==> config.mk <==
export PLATFORM = sky130hd
export DESIGN_NAME = alu_instr_sequencer
export DESIGN_NICKNAME = d
export VERILOG_FILES = /design/src/rtl/alu_instr_sequencer.sv
export SDC_FILE = /design/constraint.sdc
export NUM_CORES = 1
export LEC_CHECK = 0
export ABC_AREA = 1
export CORE_MARGIN = 8
export CORE_UTILIZATION = 36
export DETAILED_ROUTE_END_ITERATION = 12
export PLACE_DENSITY_LB_ADDON = 0.05
export SYNTH_ARGS = -nofsm -noshare
export SYNTH_HDL_FRONTEND = slang
export SYNTH_SLANG_ARGS = --single-unit
==> constraint.sdc <==
create_clock -name clk -period 1.9 [get_ports clk]
set_input_delay 0.19 -clock clk [delete_from_list [all_inputs] [get_ports clk]]
set_output_delay 0.19 -clock clk [all_outputs]
set_load 0.05 [all_outputs]
==> src/rtl/alu_instr_sequencer.sv <==
`default_nettype none
// ============================================================================
//  Module   : alu_instr_sequencer
//  Brief    : Hardwired control sequencer for a bus-based ALU datapath.
//             Fetches an instruction (T0-T2), then steps through the
//             execute states T3-T6 according to the opcode class.
//             Memory waits are bounded; a timeout or an illegal opcode
//             parks the sequencer in a sticky FAULT state.
//  Revision : 1.0 - initial release
// ============================================================================
module alu_instr_sequencer #(
    parameter int REG_COUNT = 16,
    parameter int WAIT_MAX  = 15
) (
    input  logic                 clk,
    input  logic                 clr,
    input  logic                 run,
    input  logic [31:0]          ir,
    input  logic                 mem_ready,
    output logic                 pc_out,
    output logic                 zlo_out,
    output logic                 zhi_out,
    output logic                 mdr_out,
    output logic                 c_out,
    output logic                 mar_enable,
    output logic                 pc_enable,
    output logic                 pc_increment,
    output logic                 mdr_enable,
    output logic                 read,
    output logic                 ir_enable,
    output logic                 y_enable,
    output logic                 z_enable,
    output logic                 lo_in,
    output logic                 hi_in,
    output logic [REG_COUNT-1:0] r_in,
    output logic [REG_COUNT-1:0] r_out,
    output logic [4:0]           op_code,
    output logic                 done,
    output logic                 fault
);

    localparam logic [3:0] c_IDLE  = 4'd0;
    localparam logic [3:0] c_T0    = 4'd1;
    localparam logic [3:0] c_T1    = 4'd2;
    localparam logic [3:0] c_T2    = 4'd3;
    localparam logic [3:0] c_T3    = 4'd4;
    localparam logic [3:0] c_T4    = 4'd5;
    localparam logic [3:0] c_T5    = 4'd6;
    localparam logic [3:0] c_T6    = 4'd7;
    localparam logic [3:0] c_FAULT = 4'd8;

    localparam int              c_WAIT_W    = $clog2(WAIT_MAX + 1);
    localparam logic [c_WAIT_W-1:0] c_WAIT_LAST = c_WAIT_W'(WAIT_MAX - 1);
    localparam logic [c_WAIT_W-1:0] c_WAIT_ONE  = c_WAIT_W'(1);

    logic [3:0]          state_q, state_d;
    logic [c_WAIT_W-1:0] wait_q,  wait_d;

    // Instruction fields and opcode classes
    logic [4:0] w_opc;
    logic [3:0] w_ra, w_rb, w_rc;
    logic       w_is_3reg, w_is_imm, w_is_muldiv, w_is_unary, w_is_legal;
    logic       w_unused_ir;

    assign w_opc       = ir[31:27];
    assign w_ra        = ir[26:23];
    assign w_rb        = ir[22:19];
    assign w_rc        = ir[18:15];
    assign w_is_3reg   = (w_opc >= 5'd3)  && (w_opc <= 5'd11);
    assign w_is_imm    = (w_opc >= 5'd12) && (w_opc <= 5'd14);
    assign w_is_muldiv = (w_opc == 5'd15) || (w_opc == 5'd16);
    assign w_is_unary  = (w_opc == 5'd17) || (w_opc == 5'd18);
    assign w_is_legal  = w_is_3reg || w_is_imm || w_is_muldiv || w_is_unary;
    // Immediate field is consumed by the datapath, not by the sequencer
    assign w_unused_ir = ^ir[14:0];

    // One-hot register select; indices beyond the register file select nothing
    function automatic logic [REG_COUNT-1:0] f_onehot(input logic [3:0] idx);
        logic [REG_COUNT-1:0] v;
        v = '0;
        for (int i = 0; i < REG_COUNT; i++) begin
            if (int'(idx) == i) v[i] = 1'b1;
        end
        return v;
    endfunction

    // State and wait-counter registers, cleared asynchronously by clr
    always_ff @(posedge clk or posedge clr) begin
        if (clr) begin
            state_q <= c_IDLE;
            wait_q  <= '0;
        end else begin
            state_q <= state_d;
            wait_q  <= wait_d;
        end
    end

    // Next-state logic and memory-wait bookkeeping
    always_comb begin
        state_d = state_q;
        wait_d  = wait_q;
        case (state_q)
            c_IDLE:  if (run) state_d = c_T0;
            c_T0: begin
                state_d = c_T1;
                wait_d  = '0;
            end
            c_T1: begin
                if (mem_ready)                state_d = c_T2;
                else if (wait_q == c_WAIT_LAST) state_d = c_FAULT;
                else                          wait_d  = wait_q + c_WAIT_ONE;
            end
            c_T2:    state_d = c_T3;
            c_T3: begin
                if (!w_is_legal)     state_d = c_FAULT;
                else if (w_is_unary) state_d = c_T5;
                else                 state_d = c_T4;
            end
            c_T4:    state_d = c_T5;
            c_T5: begin
                if (w_is_muldiv) state_d = c_T6;
                else             state_d = run ? c_T0 : c_IDLE;
            end
            c_T6:    state_d = run ? c_T0 : c_IDLE;
            c_FAULT: state_d = c_FAULT;
            default: state_d = c_IDLE;
        endcase
    end

    // Control-word decode from current state and instruction register
    always_comb begin
        pc_out       = 1'b0;
        zlo_out      = 1'b0;
        zhi_out      = 1'b0;
        mdr_out      = 1'b0;
        c_out        = 1'b0;
        mar_enable   = 1'b0;
        pc_enable    = 1'b0;
        pc_increment = 1'b0;
        mdr_enable   = 1'b0;
        read         = 1'b0;
        ir_enable    = 1'b0;
        y_enable     = 1'b0;
        z_enable     = 1'b0;
        lo_in        = 1'b0;
        hi_in        = 1'b0;
        r_in         = '0;
        r_out        = '0;
        op_code      = 5'd0;
        done         = 1'b0;
        fault        = 1'b0;
        case (state_q)
            c_T0: begin
                pc_out       = 1'b1;
                mar_enable   = 1'b1;
                pc_increment = 1'b1;
                z_enable     = 1'b1;
            end
            c_T1: begin
                zlo_out    = 1'b1;
                pc_enable  = (wait_q == '0);  // PC loads once, not on every wait cycle
                read       = 1'b1;
                mdr_enable = 1'b1;
            end
            c_T2: begin
                mdr_out   = 1'b1;
                ir_enable = 1'b1;
            end
            c_T3: begin
                if (w_is_unary) begin
                    r_out    = f_onehot(w_rb);
                    op_code  = w_opc;
                    z_enable = 1'b1;
                end else if (w_is_muldiv) begin
                    r_out    = f_onehot(w_ra);
                    y_enable = 1'b1;
                end else if (w_is_legal) begin
                    r_out    = f_onehot(w_rb);
                    y_enable = 1'b1;
                end
            end
            c_T4: begin
                op_code  = w_opc;
                z_enable = 1'b1;
                if (w_is_imm)         c_out = 1'b1;
                else if (w_is_muldiv) r_out = f_onehot(w_rb);
                else                  r_out = f_onehot(w_rc);
            end
            c_T5: begin
                zlo_out = 1'b1;
                if (w_is_muldiv) begin
                    lo_in = 1'b1;
                end else begin
                    r_in = f_onehot(w_ra);
                    done = 1'b1;
                end
            end
            c_T6: begin
                zhi_out = 1'b1;
                hi_in   = 1'b1;
                done    = 1'b1;
            end
            c_FAULT: fault = 1'b1;
            default: ;
        endcase
    end

endmodule
`default_nettype wire
==> impl_metrics.env <==
export IMPL_grt_overflow_total=0
export IMPL_syn_area_um2=1910
export IMPL_power_mw=3.06
export IMPL_critPathMaxStageDelay_ns=0.39
export IMPL_grt_pass1_vias=2539
export IMPL_syn_inst=363
export IMPL_fin_util=0.766
export IMPL_crit_fanout=9
export IMPL_dp_slack_ns=-0.154
export IMPL_startpoint_type="flip-flop"
export IMPL_cts_root_buffer="clkbuf_8"
export IMPL_rows=26
export IMPL_fillers=377
export IMPL_p_leak_nw=1.94
export IMPL_drc=0
export IMPL_synth_distinct_cells=30
export IMPL_whs_ns=0.201
export IMPL_first_pass_iters=4
export IMPL_violations="negative setup slack"
export IMPL_cts_htree_levels=1
export IMPL_synth_seq_cells=8
export IMPL_place_port_buffers=74
export IMPL_grt_max_degree=18
export IMPL_antennaDiodeCount=0
export IMPL_crit_path_cell_trace="inv_2, nand2_4, buf_4, nor2_4, nand2_4, buf_12, nor3_2, buf_4, buf_12"
export IMPL_tightestPinTransition_ns=0.451
export IMPL_finalHoldViolCount=0
export IMPL_worstSetupPathType="reg2out"
export IMPL_reg2reg_depth=8
export IMPL_wl_per_cell_um=13.6
export IMPL_maxCapViolCount=0
export IMPL_die_y_um=88.8
export IMPL_fin_tns_setup_ns=-0.0214
export IMPL_hold_class="in2async"
export IMPL_clk_pin_slew_ns=0.04
export IMPL_fin_ws_ns=-0.0214
export IMPL_globalRouteTotalUtil=0.187
export IMPL_gp_congestion=0.900
export IMPL_grt_pass1_wl_um=11900
export IMPL_drive_gt1_frac=0.391
export IMPL_cts_tree="yes"
export IMPL_avgViaCountPerCell=4.96
export IMPL_cts_buffer_depth=2
export IMPL_vias=2684
export IMPL_run_status="complete, but fails checks"
export IMPL_die_area_um2=7890
export IMPL_end_kind="output port"
export IMPL_ys_warn_count=0
export IMPL_ant_nets=0
export IMPL_antenna_found_initial=0
export IMPL_setup_viol=1
export IMPL_start_util=0.374
export IMPL_syn_to_final_growth_pct=105
export IMPL_hpwl_um=5360
export IMPL_first_iter_violations=80
export IMPL_post_route_min_period_ns=1.92
export IMPL_clkLatencyLatePin_ns=0.24
export IMPL_drv_slew=0
export IMPL_avgSynthCellArea_um2=5.26
export IMPL_ios=90
export IMPL_cpMaxStageDelayCell="dfrtp_1"
export IMPL_slew_headroom=0.698
export IMPL_core_um2=5110
export IMPL_nets=512
export IMPL_synth_nets=402
export IMPL_rsz0062_at_grt="yes"
export IMPL_fp_dieW_um=88.8
export IMPL_timing_fmax_mhz=520
export IMPL_postCtsHoldBufs=0
export IMPL_powerDensity_nw_per_um2=783
export IMPL_drt_wl_total_um=7350
export IMPL_cts_buffers=3
export IMPL_cp_arrival_ns=1.73
export IMPL_cts_sinks=8
export IMPL_ir_worst_vdd_v=0.000821
export IMPL_fin_crit_sh=1.01
export IMPL_ys_seq_area_frac=0.105
export IMPL_cp_required_ns=1.71
export IMPL_skew_ns=0.00419
==> worst max-delay path, delay by kind of cell (launching register included) <==
family                 cells  cell delay [ns]
flip-flops                 1             0.39
buffers and inverters      5             0.70
AND/OR/NAND/NOR            4             0.40
==> cell usage in the layout, fill, tap and decap left out, drive strengths merged, types with 3 or more instances in the layout <==
cell	instances
clkdlybuf4s50	15
nand3	29
nand2	146
clkbuf	3
nor2	52
inv	52
dfrtp	8
nor3	21
buf	98
dlygate4sd2	5
a21oi	3
o21ai	30
ha	3
==> cells in the mapped netlist <==
cell type,count,area (µm²)
ha_1,3,37.5
buf_2,5,25.0
nor4_1,1,6.26
buf_1,1,3.75
or2_1,2,12.5
nor3_4,1,16.3
nor3_2,10,100
nand2_2,4,25.0
nand3_1,18,90.1
buf_4,6,45.0
buf_6,1,11.3
dfrtp_1,8,200
nor2_4,2,22.5
nor3_1,10,50.1
nand2_4,2,22.5
o21ai_0,25,125
o21ai_1,5,25.0
clkbuf_1,1,3.75
xor2_1,1,8.76
inv_2,9,33.8
nand4_1,1,6.26
nand3b_1,1,7.51
buf_12,1,20.0
nor2_1,48,180
nand3_2,11,110
nand2_1,138,518
inv_1,43,161
nor2_2,1,6.26
a21oi_1,3,15.0
nor2_8,1,20.0
==> worst paths after layout <==
| check | startpoint | endpoint | slack (ns) |
|---|---|---|---|
| setup / recovery | state_q[3] | r_in[4] | -0.02 |
| hold / removal | clr | state_q[2] | 0.20 |
| setup reg to reg | state_q[0] | wait_q[2] | 0.44 |
| hold reg to reg | wait_q[2] | wait_q[2] | 0.59 |
| max in group asynchronous | clr | state_q[1] | 1.44 |
| min in group clk | wait_q[2] | wait_q[2] | 0.59 |
==> timing repair <==
action,in CTS,in global routing
setup buffers,15,3
gates resized for setup,37,34
setup endpoints to repair,37,35
pin swaps,9,12
gates cloned,4,0
==> flip-flops by register name, indices dropped and copies added (netlist names) <==
name and cells:
state_q 4, wait_q 4
==> where the power goes <==
group          leakage (nW)  total (mW)  switching, mW  internal [mW]
Combinational          1.81        2.53           1.49           1.04
Clock                0.0216       0.217         0.0783          0.138
Sequential            0.106       0.315         0.0795          0.236
Total                  1.94        3.06           1.65           1.41
==> per-stage QoR <==
stage,instances,area (µm²)
after floorplan,363,1930
after global placement,516,3380
after detailed placement,516,3380
after CTS,538,3750
after global routing,541,3910
final,541,3910
==> cell families (layout without fill, tap and decap cells) <==
logic type,Yosys count,after routing,share of synthesized area
xor+xnor,1,1,0.00459
buf+inv,67,173,0.159
flops,8,8,0.105
simple gates,251,253,0.625
compound gates,33,33,0.0865
fa+ha+maj,3,3,0.0197
==> routing by layer <==
layer	up-vias	GRT usage	part of all wire
li1	1346	-	-
met1	1220	0.209	0.39
met2	99	0.348	0.52
met3	19	0.0214	0.059
met4	0	0.0753	0.030
met5	-	0	0
==> layout make-up <==
cell class	count	area, µm²	share of cell area
clock buffer	3	41.3	0.0106
multi-input combinational	290	1680	0.429
sequential	8	201	0.0515
timing repair buffer	118	1710	0.436
inverter	52	195	0.0499
tap	70	87.6	0.0224
Power figures use the tool's default switching activity.
